<file path="src/rtl/pifo_calendar_pkg.sv">
// Shared definitions for the PIFO calendar: full-policy encodings and a width helper.
package pifo_calendar_pkg;

   typedef enum logic {
      FULL_REJECT = 1'b0,
      FULL_EVICT  = 1'b1
   } full_mode_e;

   function automatic int clog2(input int value);
      int res;
      int v;
      res = 0;
      v   = value - 1;
      while (v > 0) begin
         res++;
         v = v >> 1;
      end
      return res;
   endfunction

endpackage

</file>
<file path="src/rtl/pifo_calendar_mq_if.sv">
// Insert / pop / status / drop-report bundle between the enqueue agent, scheduler and calendar.
interface pifo_calendar_mq_if #(
   parameter int RANK_WIDTH        = 32,
   parameter int BUFFER_ADDR_WIDTH = 12,
   parameter int COUNT_WIDTH       = 5
);
   import pifo_calendar_pkg::*;

   logic                         s_axis_insert_valid;
   logic                         s_axis_insert_ready;
   logic [RANK_WIDTH-1:0]        s_axis_insert_rank;
   logic [BUFFER_ADDR_WIDTH-1:0] s_axis_insert_addr;
   logic                         s_axis_pop_en;
   logic                         m_axis_pop_valid;
   logic [RANK_WIDTH-1:0]        m_axis_pop_rank;
   logic [BUFFER_ADDR_WIDTH-1:0] m_axis_pop_addr;
   logic                         m_axis_top_valid;
   logic [RANK_WIDTH-1:0]        m_axis_top_rank;
   logic [BUFFER_ADDR_WIDTH-1:0] m_axis_top_addr;
   logic                         m_axis_calendar_full;
   logic                         m_axis_calendar_empty;
   logic [COUNT_WIDTH-1:0]       m_axis_calendar_count;
   logic                         m_axis_drop_valid;
   logic [BUFFER_ADDR_WIDTH-1:0] m_axis_drop_addr;
   logic [31:0]                  m_axis_drop_count;

   modport slave (
      input  s_axis_insert_valid, s_axis_insert_rank, s_axis_insert_addr, s_axis_pop_en,
      output s_axis_insert_ready, m_axis_pop_valid, m_axis_pop_rank, m_axis_pop_addr,
      output m_axis_top_valid, m_axis_top_rank, m_axis_top_addr,
      output m_axis_calendar_full, m_axis_calendar_empty, m_axis_calendar_count,
      output m_axis_drop_valid, m_axis_drop_addr, m_axis_drop_count
   );

   modport master (
      output s_axis_insert_valid, s_axis_insert_rank, s_axis_insert_addr, s_axis_pop_en,
      input  s_axis_insert_ready, m_axis_pop_valid, m_axis_pop_rank, m_axis_pop_addr,
      input  m_axis_top_valid, m_axis_top_rank, m_axis_top_addr,
      input  m_axis_calendar_full, m_axis_calendar_empty, m_axis_calendar_count,
      input  m_axis_drop_valid, m_axis_drop_addr, m_axis_drop_count
   );

endinterface

</file>
<file path="src/rtl/pifo_calendar_cell.sv">
// One calendar slot: flags whether it must yield to the new entry and selects hold / shift / load.
// Entry layout is {valid, rank, addr}; the neighbour flags come from the adjacent cells.
module pifo_calendar_cell
   import pifo_calendar_pkg::*;
#(
   parameter int RANK_WIDTH        = 32,
   parameter int BUFFER_ADDR_WIDTH = 12,
   parameter bit IS_HEAD           = 1'b0
) (
   input  logic                                    clk,
   input  logic                                    rstn,
   input  logic [RANK_WIDTH+BUFFER_ADDR_WIDTH:0]   left_i,
   input  logic [RANK_WIDTH+BUFFER_ADDR_WIDTH:0]   right_i,
   input  logic [RANK_WIDTH+BUFFER_ADDR_WIDTH:0]   new_i,
   input  logic                                    gt_left_i,
   input  logic                                    gt_right_i,
   input  logic                                    ins_i,
   input  logic                                    pop_i,
   output logic [RANK_WIDTH+BUFFER_ADDR_WIDTH:0]   ent_o,
   output logic                                    gt_o
);

   typedef struct packed {
      logic                         valid;
      logic [RANK_WIDTH-1:0]        rank;
      logic [BUFFER_ADDR_WIDTH-1:0] addr;
   } entry_t;

   entry_t ent_q, ent_d, left_ent, right_ent, new_ent;

   assign left_ent  = left_i;
   assign right_ent = right_i;
   assign new_ent   = new_i;
   assign ent_o     = ent_q;

   // Strict compare keeps equal ranks in arrival order; empty slots always yield.
   assign gt_o = !ent_q.valid || (ent_q.rank > new_ent.rank);

   always_comb begin
      ent_d = ent_q;
      if (pop_i && ins_i) begin
         // Insert into the down-shifted array: this slot's own flag is the previous slot's flag there.
         if (!IS_HEAD && gt_o) begin
            ent_d = ent_q;
         end else if (gt_right_i) begin
            ent_d = new_ent;
         end else begin
            ent_d = right_ent;
         end
      end else if (pop_i) begin
         ent_d = right_ent;
      end else if (ins_i) begin
         if (gt_left_i) begin
            ent_d = left_ent;
         end else if (gt_o) begin
            ent_d = new_ent;
         end
      end
   end

   always_ff @(posedge clk or negedge rstn) begin
      if (!rstn) begin
         ent_q <= '0;
      end else begin
         ent_q <= ent_d;
      end
   end

endmodule

</file>
<file path="src/rtl/pifo_calendar_mq.sv">
// Rank-sorted PIFO calendar; insert visible next cycle, pop result registered one cycle later.
// Full: reject via insert_ready (mode 0) or evict the tail / discard the newcomer with a drop report (mode 1).
module pifo_calendar_mq
   import pifo_calendar_pkg::*;
#(
   parameter int PIFO_CALENDAR_SIZE = 16,
   parameter int RANK_WIDTH         = 32,
   parameter int BUFFER_ADDR_WIDTH  = 12,
   parameter int COUNT_WIDTH        = 5,
   parameter int FULL_MODE          = 0
) (
   input  logic              clk,
   input  logic              rstn,
   pifo_calendar_mq_if.slave pif
);

   localparam int SZ    = PIFO_CALENDAR_SIZE;
   localparam int ENT_W = 1 + RANK_WIDTH + BUFFER_ADDR_WIDTH;
   localparam bit EVICT = (FULL_MODE == int'(FULL_EVICT));

   typedef struct packed {
      logic                         valid;
      logic [RANK_WIDTH-1:0]        rank;
      logic [BUFFER_ADDR_WIDTH-1:0] addr;
   } entry_t;

   logic [SZ:0][ENT_W-1:0]   slot;
   logic [SZ:0]              gt;
   logic [SZ-1:0][ENT_W-1:0] left_ent;
   logic [SZ-1:0]            gt_left;
   entry_t                   head, new_ent;
   logic                     full, empty, pop_do, ins_fire;

   logic [COUNT_WIDTH-1:0]       count_q, count_d;
   logic                         pop_valid_q, pop_valid_d;
   logic [RANK_WIDTH-1:0]        pop_rank_q, pop_rank_d;
   logic [BUFFER_ADDR_WIDTH-1:0] pop_addr_q, pop_addr_d;
   logic                         drop_valid_q, drop_valid_d;
   logic [BUFFER_ADDR_WIDTH-1:0] drop_addr_q, drop_addr_d;
   logic [31:0]                  drop_count_q, drop_count_d;

   // A virtual empty slot past the tail lets the last cell use the same rules as the others.
   assign slot[SZ] = '0;
   assign gt[SZ]   = 1'b1;
   assign new_ent  = {1'b1, pif.s_axis_insert_rank, pif.s_axis_insert_addr};

   for (genvar i = 0; i < SZ; i++) begin : g_cell
      if (i == 0) begin : g_head
         assign left_ent[i] = '0;
         assign gt_left[i]  = 1'b0;
      end else begin : g_body
         assign left_ent[i] = slot[i-1];
         assign gt_left[i]  = gt[i-1];
      end

      pifo_calendar_cell #(
         .RANK_WIDTH        (RANK_WIDTH),
         .BUFFER_ADDR_WIDTH (BUFFER_ADDR_WIDTH),
         .IS_HEAD           (i == 0)
      ) u_cell (
         .clk        (clk),
         .rstn       (rstn),
         .left_i     (left_ent[i]),
         .right_i    (slot[i+1]),
         .new_i      (new_ent),
         .gt_left_i  (gt_left[i]),
         .gt_right_i (gt[i+1]),
         .ins_i      (ins_fire),
         .pop_i      (pop_do),
         .ent_o      (slot[i]),
         .gt_o       (gt[i])
      );
   end

   assign head     = slot[0];
   assign full     = (count_q == COUNT_WIDTH'(SZ));
   assign empty    = (count_q == '0);
   assign pop_do   = pif.s_axis_pop_en & ~empty;
   assign ins_fire = pif.s_axis_insert_valid & pif.s_axis_insert_ready;

   assign pif.s_axis_insert_ready   = EVICT | ~full | pop_do;
   assign pif.m_axis_top_valid      = head.valid;
   assign pif.m_axis_top_rank       = head.rank;
   assign pif.m_axis_top_addr       = head.addr;
   assign pif.m_axis_calendar_full  = full;
   assign pif.m_axis_calendar_empty = empty;
   assign pif.m_axis_calendar_count = count_q;
   assign pif.m_axis_pop_valid      = pop_valid_q;
   assign pif.m_axis_pop_rank       = pop_rank_q;
   assign pif.m_axis_pop_addr       = pop_addr_q;
   assign pif.m_axis_drop_valid     = drop_valid_q;
   assign pif.m_axis_drop_addr      = drop_addr_q;
   assign pif.m_axis_drop_count     = drop_count_q;

   always_comb begin
      count_d = count_q;
      if (ins_fire && !pop_do && !full) begin
         count_d = count_q + COUNT_WIDTH'(1);
      end else if (pop_do && !ins_fire) begin
         count_d = count_q - COUNT_WIDTH'(1);
      end

      pop_valid_d = pop_do;
      pop_rank_d  = pop_do ? head.rank : '0;
      pop_addr_d  = pop_do ? head.addr : '0;

      // Full without a pop: the tail leaves if it yields to the newcomer, otherwise the newcomer does.
      drop_valid_d = EVICT && ins_fire && full && !pop_do;
      drop_addr_d  = '0;
      if (drop_valid_d) begin
         drop_addr_d = gt[SZ-1] ? slot[SZ-1][BUFFER_ADDR_WIDTH-1:0] : pif.s_axis_insert_addr;
      end
      drop_count_d = drop_count_q;
      if (drop_valid_d && (drop_count_q != '1)) begin
         drop_count_d = drop_count_q + 32'd1;
      end
   end

   always_ff @(posedge clk or negedge rstn) begin
      if (!rstn) begin
         count_q      <= '0;
         pop_valid_q  <= 1'b0;
         pop_rank_q   <= '0;
         pop_addr_q   <= '0;
         drop_valid_q <= 1'b0;
         drop_addr_q  <= '0;
         drop_count_q <= '0;
      end else begin
         count_q      <= count_d;
         pop_valid_q  <= pop_valid_d;
         pop_rank_q   <= pop_rank_d;
         pop_addr_q   <= pop_addr_d;
         drop_valid_q <= drop_valid_d;
         drop_addr_q  <= drop_addr_d;
         drop_count_q <= drop_count_d;
      end
   end

endmodule

</file>
<file path="src/flat_wrapper.sv">
// flat-port wrapper written by rule: the top's interface ports become plain ports
module pifo_calendar_mq_flat import pifo_calendar_pkg::*;
#(
   parameter int PIFO_CALENDAR_SIZE = 16,
   parameter int RANK_WIDTH         = 32,
   parameter int BUFFER_ADDR_WIDTH  = 12,
   parameter int COUNT_WIDTH        = 5,
   parameter int FULL_MODE          = 0
)
  (clk, rstn, pif_s_axis_insert_valid, pif_s_axis_insert_rank, pif_s_axis_insert_addr, pif_s_axis_pop_en, pif_s_axis_insert_ready, pif_m_axis_pop_valid, pif_m_axis_pop_rank, pif_m_axis_pop_addr, pif_m_axis_top_valid, pif_m_axis_top_rank, pif_m_axis_top_addr, pif_m_axis_calendar_full, pif_m_axis_calendar_empty, pif_m_axis_calendar_count, pif_m_axis_drop_valid, pif_m_axis_drop_addr, pif_m_axis_drop_count);
  pifo_calendar_mq_if #(.RANK_WIDTH(RANK_WIDTH), .BUFFER_ADDR_WIDTH(BUFFER_ADDR_WIDTH), .COUNT_WIDTH(COUNT_WIDTH)) pif_i ();
  input  logic clk;
  input  logic rstn;
  input wire logic [$bits(pif_i.s_axis_insert_valid)-1:0] pif_s_axis_insert_valid;
  input wire logic [$bits(pif_i.s_axis_insert_rank)-1:0] pif_s_axis_insert_rank;
  input wire logic [$bits(pif_i.s_axis_insert_addr)-1:0] pif_s_axis_insert_addr;
  input wire logic [$bits(pif_i.s_axis_pop_en)-1:0] pif_s_axis_pop_en;
  output wire logic [$bits(pif_i.s_axis_insert_ready)-1:0] pif_s_axis_insert_ready;
  output wire logic [$bits(pif_i.m_axis_pop_valid)-1:0] pif_m_axis_pop_valid;
  output wire logic [$bits(pif_i.m_axis_pop_rank)-1:0] pif_m_axis_pop_rank;
  output wire logic [$bits(pif_i.m_axis_pop_addr)-1:0] pif_m_axis_pop_addr;
  output wire logic [$bits(pif_i.m_axis_top_valid)-1:0] pif_m_axis_top_valid;
  output wire logic [$bits(pif_i.m_axis_top_rank)-1:0] pif_m_axis_top_rank;
  output wire logic [$bits(pif_i.m_axis_top_addr)-1:0] pif_m_axis_top_addr;
  output wire logic [$bits(pif_i.m_axis_calendar_full)-1:0] pif_m_axis_calendar_full;
  output wire logic [$bits(pif_i.m_axis_calendar_empty)-1:0] pif_m_axis_calendar_empty;
  output wire logic [$bits(pif_i.m_axis_calendar_count)-1:0] pif_m_axis_calendar_count;
  output wire logic [$bits(pif_i.m_axis_drop_valid)-1:0] pif_m_axis_drop_valid;
  output wire logic [$bits(pif_i.m_axis_drop_addr)-1:0] pif_m_axis_drop_addr;
  output wire logic [$bits(pif_i.m_axis_drop_count)-1:0] pif_m_axis_drop_count;
  assign pif_i.s_axis_insert_valid = pif_s_axis_insert_valid;
  assign pif_i.s_axis_insert_rank = pif_s_axis_insert_rank;
  assign pif_i.s_axis_insert_addr = pif_s_axis_insert_addr;
  assign pif_i.s_axis_pop_en = pif_s_axis_pop_en;
  assign pif_s_axis_insert_ready = pif_i.s_axis_insert_ready;
  assign pif_m_axis_pop_valid = pif_i.m_axis_pop_valid;
  assign pif_m_axis_pop_rank = pif_i.m_axis_pop_rank;
  assign pif_m_axis_pop_addr = pif_i.m_axis_pop_addr;
  assign pif_m_axis_top_valid = pif_i.m_axis_top_valid;
  assign pif_m_axis_top_rank = pif_i.m_axis_top_rank;
  assign pif_m_axis_top_addr = pif_i.m_axis_top_addr;
  assign pif_m_axis_calendar_full = pif_i.m_axis_calendar_full;
  assign pif_m_axis_calendar_empty = pif_i.m_axis_calendar_empty;
  assign pif_m_axis_calendar_count = pif_i.m_axis_calendar_count;
  assign pif_m_axis_drop_valid = pif_i.m_axis_drop_valid;
  assign pif_m_axis_drop_addr = pif_i.m_axis_drop_addr;
  assign pif_m_axis_drop_count = pif_i.m_axis_drop_count;
  pifo_calendar_mq #(.PIFO_CALENDAR_SIZE(PIFO_CALENDAR_SIZE), .RANK_WIDTH(RANK_WIDTH), .BUFFER_ADDR_WIDTH(BUFFER_ADDR_WIDTH), .COUNT_WIDTH(COUNT_WIDTH), .FULL_MODE(FULL_MODE)) u_core (.clk(clk), .rstn(rstn), .pif(pif_i));
endmodule
</file>
<file path="config.mk">
export PLATFORM = sky130hd
export DESIGN_NAME = pifo_calendar_mq_flat
export DESIGN_NICKNAME = d
export VERILOG_FILES = /design/src/rtl/pifo_calendar_pkg.sv /design/src/rtl/pifo_calendar_mq_if.sv /design/src/rtl/pifo_calendar_cell.sv /design/src/rtl/pifo_calendar_mq.sv /design/src/flat_wrapper.sv
export SDC_FILE = /design/constraint.sdc
export NUM_CORES = 2
export LEC_CHECK = 0
export CAP_MARGIN = 10
export CORE_UTILIZATION = 31
export CTS_CLUSTER_SIZE = 14
export DETAILED_ROUTE_END_ITERATION = 8
export GPL_ROUTABILITY_DRIVEN = 0
export HOLD_SLACK_MARGIN = 0.1
export SYNTH_ARGS = -nofsm -noshare
export SYNTH_HDL_FRONTEND = slang
export SYNTH_SLANG_ARGS = --single-unit
</file>
<file path="constraint.sdc">
create_clock -name clk -period 3.5 [get_ports clk]
set_input_delay 0.7 -clock clk [delete_from_list [all_inputs] [get_ports clk]]
set_output_delay 0.7 -clock clk [all_outputs]
set_load 0.05 [all_outputs]
</file>
Yosys cells after proc, flatten, opt, wreduce, memory -nomap -nowiden:

Index checks and enable logic that the tools add are counted.

* add/sub/neg operators: 2
* order comparisons: 16
* equal/unequal tests: 2
* muxes and demuxes: 84
* bitwise operators: 5
* reduce and logical (&&, ||, !) cells: 45

Operators by type and width (number)
* $mux 45: 80
* $gt 32x32->1: 16
* $mux 32: 1
* $logic_not 1->1: 19
* $logic_or 1x1->1: 16
* $mux 12: 1
* $mux 5: 2
* $reduce_bool 3->1: 2
* $add 5x1->5 const B: 1
* $eq 5x5->1 const B: 1
* $logic_not 5->1: 1
* $sub 5x1->5 const B: 1
* $logic_and 1x1->1: 4
* $reduce_and 2->1: 2
* $and 1x1->1: 2
* $ne 2x2->1 const B: 1
* $not 1->1: 2
* $reduce_bool 2->1: 1
* $or 1x1->1: 1

* bits in registers: 770
* output and inout port bits: 143
* logic and storage cells: 206

Longest topological paths before layout:

* word-level depth: 9
* depth in mapped cells: 16
* gate-level depth less buffers: 11

Cells and area by module:

From an unflattened synthesis, not the netlist that was laid out.

* cell total of the unflattened synthesis: 5892
* area total of the unflattened synthesis: 59946.2 um^2

By module, submodules not included
* pifo_calendar_cell (u_core.g_cell[10].u_cell ...): instances 15, cells each 346, area an instance 3564.7 um^2
* pifo_calendar_cell (u_core.g_cell[0].u_cell): instances 1, cells each 506, area an instance 4179.0 um^2
* pifo_calendar_mq: instances 1, cells each 196, area an instance 2297.2 um^2

Least setup slack after synthesis:

OpenSTA, ideal clock, no wires.

* kind: input port to flip-flop
* start: input pif_s_axis_insert_rank[14]
* end: register u_core.g_cell[1].u_cell.ent_q, in the netlist u_core.g_cell[1].u_cell.ent_o[13]
* data arrival time: 4.045 ns
* required time: 3.379 ns
* slack: -0.666 ns
* stages on the path: 13
* path buffers: 3
* cells stage by stage: clkbuf_1 clkinv_1 ha_1 nand3_1 or4_1 nor4_2 nor2_1 a211o_1 buf_2 buf_6 a221oi_1 nor2_1 a22o_1

* word-level cells in the longest chain between the ends: 7
* elaborated cells between the ends (all ways): 13

RTL lines
* start, declared: RTL line flat_wrapper.sv:15 `input wire logic [$bits(pif_i.s_axis_insert_rank)-1:0] pif_s_axis_insert_rank;`
* $gt 32x32->1: RTL line pifo_calendar_cell.sv:37 `assign gt_o = !ent_q.valid || (ent_q.rank > new_ent.rank);`
* $logic_or 1x1->1: RTL line pifo_calendar_cell.sv:37
* $mux 45
* $mux 45: RTL line pifo_calendar_cell.sv:53 `if (gt_left_i) begin`
* $mux 45: RTL line pifo_calendar_cell.sv:52 `end else if (ins_i) begin`
* $mux 45: RTL line pifo_calendar_cell.sv:50 `end else if (pop_i) begin`
* $mux 45 (*): RTL line pifo_calendar_cell.sv:41 `if (pop_i && ins_i) begin`
* end signal, assigned: RTL line pifo_calendar_cell.sv:65 `ent_q <= ent_d;`
* end, declared: RTL line pifo_calendar_cell.sv:29 `entry_t ent_q, ent_d, left_ent, right_ent, new_ent;`

Every way passes the cells marked *; elsewhere a longest branch is shown, timed or not. The select of a mux whose other input is x is not followed.
A chain may end at the register's enable or synchronous reset.

Final worst setup path:

* start: input pif_s_axis_insert_rank[17]
* end: register u_core.g_cell[5].u_cell.ent_q, in the netlist u_core.g_cell[5].u_cell.ent_o[0]

* word-level cells in the longest chain between the ends: 7
* elaborated cells between the ends (all ways): 13

RTL lines (RTL line)
* $gt 32x32->1: pifo_calendar_cell.sv:37
* $logic_or 1x1->1: pifo_calendar_cell.sv:37
* $mux 45 (2 in series)
* $mux 45: pifo_calendar_cell.sv:52
* $mux 45: pifo_calendar_cell.sv:50
* $mux 45 (*): pifo_calendar_cell.sv:41
* end signal, assigned: pifo_calendar_cell.sv:65
* end, declared: pifo_calendar_cell.sv:29

Marked as above.

==> results.py <==
metrics = {
    "yosys": {
        "syn_area_um2": 62540,
        "synthesis.yosys.warnings": 0,
        "synth-seq-cells": 770,
        "synth.top_cells.by_area": "sky130_fd_sc_hd__dfrtp_1, sky130_fd_sc_hd__ha_1, sky130_fd_sc_hd__a21oi_1, sky130_fd_sc_hd__mux2i_1, sky130_fd_sc_hd__o22ai_1",
        "post_synth_cell_types": 101,
        "syn_avg_cell_area_um2": 8.365,
        "synth.top_cell.area_share_pct": 30.81,
        "synth-seq-area-share_pct": 30.81,
        "ys_dominant_reg_cell": "sky130_fd_sc_hd__dfrtp_1",
        "yosysTopAreaCell": "sky130_fd_sc_hd__dfrtp_1",
        "synth_edf_count": 0,
        "number_of_instances_in_the_synthesized_netlist": 7476,
        "postSynth.asyncResetShare_pct": 100.0,
        "synth_commonest_cells": "sky130_fd_sc_hd__a21oi_1, sky130_fd_sc_hd__dfrtp_1, sky130_fd_sc_hd__nand2_1",
    },
    "setup_path": {
        "critPathCaptureType": "flop",
        "critical_path.max_stage_delay_ns": 0.39,
        "critical_path_arrival_ns": 4.17,
        "critical_path_peak_fanout": 6,
        "worstSetupPathType": "input port to flop",
        "critical_path.slowest_cell": "sky130_fd_sc_hd__nor3_4",
        "critPathRequiredTime_ns": 4.15,
        "cp_common_cell": "sky130_fd_sc_hd__buf_4",
        "critical_path.startpoint_type": "input port",
        "path_cells": "clkdlybuf4s15_2 > clkinv_4 > buf_4 > buf_4 > ha_1 > a21oi_1 > o21ai_1 > a21oi_2 > o211ai_1 > buf_4 > nor3_4 > or2_4 > buf_6 > buf_12 > buf_4 > mux2_2 > mux2i_1 > a221oi_2",
    },
    "die": {
        "core_area_um2": 200100,
        "ioPinCount": 191,
        "rows": 164,
        "die_w_um": 451.1,
        "initial_core_util_pct": 31.26,
        "die_area_um2": 203500,
        "chipHeight_um": 451.1,
    },
    "grt": {
        "gr-usage-met1_pct": 37.01,
        "gr-usage-met3_pct": 7.077,
        "gr-total-overflow": 0,
        "grt_util_all_layers_pct": 28.89,
        "grt_max_degree": 109,
        "antenna_violations_before_repair": 11,
        "first_global_vias": 68660,
        "grt_util_met2_pct": 42.95,
        "globalRoute.busiestLayer": "met2",
        "wire_length_of_the_first_global_routing_pass_um": 452100,
    },
    "final_layout": {
        "drive_gt1_share_pct": 25.99,
        "multi_input_comb_area_um2": 42670,
        "area_growth_syn_to_layout_pct": 36.14,
        "fill_cells": 19180,
        "stdcell_count": 11200,
        "layout.nets": 9027,
        "total_area_of_sequential_cells_um2": 19270,
    },
    "route": {
        "postRouteAntennaNets": 0,
        "detail_route.vias_per_cell": 6.428,
        "post_drt_wl_per_cell_um": 27.81,
        "drcViolationCount": 54,
        "drt_first_iter_violations": 10620,
        "drt_wl_total_um": 311600,
        "dr_total_vias": 72010,
        "detailedRoute.firstPassIterationCount": 9,
    },
    "timing": {
        "fmax_mhz": 283.8,
        "final.setup.worst_slack_ns": -0.02301,
        "layout_worst_path_cycle_share_pct": 100.7,
        "timing_worst_slew_pin_value_ns": 1.046,
        "clock_skew_ns": 0.02553,
        "min_period_ns": 3.523,
        "setup-violations-final": 7,
        "slew_headroom_pct": 30.11,
        "rsz0062_at_grt": "yes",
        "finalHoldViolCount": 0,
        "final-max-slew-violation-count": 0,
    },
    "clocking": {
        "clock_h_tree_levels": 3,
        "clock_latency_ns": 0.78,
        "clock-sinks": 770,
        "tritoncts": "built",
        "clk_path_buf_depth": 3,
        "cts.clk_slew.worst_paths_ns": 0.06,
        "tritoncts.num_buffers": 94,
        "cts_root_buffer": "sky130_fd_sc_hd__clkbuf_16",
    },
    "placed_design": {
        "place.detailed.instances": 10800,
        "port-buffer-count": 145,
        "post-dp-hpwl_um": 218000,
    },
    "power": {
        "cellPowerDensity_nw_per_um2": 807.7,
        "power.leakage_nw": 33.94,
        "vdd_ir_drop_max_uv": 542.9,
        "power.total_mw": 68.77,
    },
    "run": {
        "cap_violations": 0,
    },
    "status": {
        "failed_checks": "design-rule violations, negative setup slack",
        "status": "finished with violations",
    },
    "worst_hold_path": {
        "hold_class": "input port to async pin",
    },
}
## state kept, by name, summed over array words and instances, names as in the netlist
| register | cells |
|---|---|
| u_core.g_cell.u_cell.ent_o | 720 |
| u_core.pif.m_axis_pop_rank | 32 |
| u_core.pif.m_axis_pop_addr | 12 |
| u_core.pif.m_axis_calendar_count | 5 |
| u_core.pif.m_axis_pop_valid | 1 |
## stage by stage
step	setup WS, ns	utilization, %	hold slack [ns]	instance area [um^2]	setup TNS (ns)
CTS	0.001195	41.30	0.4713	82630	0
detailed placement	-1.938	38.10	0.5145	76220	-942.79
floorplan	-0.2627	-	0.4044	63540	-104.23
global placement	-1.988	38.10	0.4658	76220	-942.44
finish	-0.02301	42.56	0.4493	85140	-0.07529
global route	-0.04169	42.55	0.4821	85130	-0.1951
## layout make-up
type                       instances  share of cell area, %
multi-input combinational       5893                  50.12
sequential                       770                  22.64
timing repair buffer            1571                  18.69
tap                             2656                  3.903
clock buffer                     148                  3.420
inverter                         132                 0.7466
clock inverter                    27                 0.4570
antenna                            6                0.01764
timing repair inverter             1               0.005878
## power breakdown
group          leakage (nW)  internal, mW  switching [mW]
sequential             8.42          12.9            6.15
clock                  1.62          6.36            4.57
combinational          23.9          17.4            21.4
## critical path: cells and delay by family
| family | cells | cell delay [ns] |
|---|---|---|
| buffers and inverters | 8 | 1.29 |
| AOI/OAI and AO/OA | 5 | 0.66 |
| and+or+nand+nor | 2 | 0.63 |
| muxes | 2 | 0.55 |
| adders and majority gates | 1 | 0.32 |
## path summary, 6_finish.rpt
| kind | start | to | slack, ns | cells after the start |
|---|---|---|---|---|
| min in group clk | pif_s_axis_insert_valid | u_core.g_cell[8].u_cell.ent_o[6] | 0.49 | 4 |
| max reg2reg | u_core.g_cell[5].u_cell.ent_o[26] | u_core.g_cell[5].u_cell.ent_o[7] | 0.06 | 13 |
| max in group asynchronous | rstn | u_core.pif.m_axis_pop_addr[5] | 2.01 | 3 |
| max | pif_s_axis_insert_rank[17] | u_core.g_cell[5].u_cell.ent_o[0] | -0.02 | 18 |
| min | rstn | u_core.g_cell[13].u_cell.ent_o[5] | 0.45 | 2 |
| min reg2reg | u_core.g_cell[2].u_cell.ent_o[44] | u_core.g_cell[2].u_cell.ent_o[44] | 0.54 | 2 |
## layer usage
metal | routed length [um] | vias to the layer above | part of all wire [%]
met5 | 43 | - | 0.014
met4 | 23650 | 6 | 7.6
met2 | 133500 | 5388 | 43
li1 | - | 30700 | -
met3 | 36080 | 1267 | 12
met1 | 118400 | 34660 | 38
## cell families (layout without fill, tap and decap cells)
family | after synthesis | after routing | synth area share [%]
fa+ha+maj | 516 | 516 | 10.34
simple gates | 1862 | 1863 | 13.38
buf+inv | 861 | 1879 | 6.026
mux | 428 | 428 | 6.953
compound gates | 3035 | 3038 | 32.45
flops | 770 | 770 | 30.81
xor+xnor | 3 | 3 | 0.04202
other cells | 1 | 51 | 0.005996
## placed cells by master (no fill, tap or decap), types with 111 or more instances in the layout
cell                           n
sky130_fd_sc_hd__nor3_1      125
sky130_fd_sc_hd__buf_4      1083
sky130_fd_sc_hd__a211oi_1    162
sky130_fd_sc_hd__nand2_1     628
sky130_fd_sc_hd__nor2_1      610
sky130_fd_sc_hd__ha_1        464
sky130_fd_sc_hd__dfrtp_1     765
sky130_fd_sc_hd__a221oi_1    119
sky130_fd_sc_hd__buf_12      190
sky130_fd_sc_hd__a31oi_1     111
sky130_fd_sc_hd__o22a_1      126
sky130_fd_sc_hd__o22ai_1     418
sky130_fd_sc_hd__clkbuf_16   119
sky130_fd_sc_hd__mux2i_1     326
sky130_fd_sc_hd__o21ai_0     390
sky130_fd_sc_hd__a21oi_1     728
## what timing repair did
action	CTS	global route
gates resized for setup	338	364
endpoints found under the setup margin	705	669
setup buffers	106	71
pin swaps	92	149
gates cloned	32	23
hold endpoints to repair	20	0
hold buffers	1	0
No activity file was read; power rests on OpenSTA's default activity.
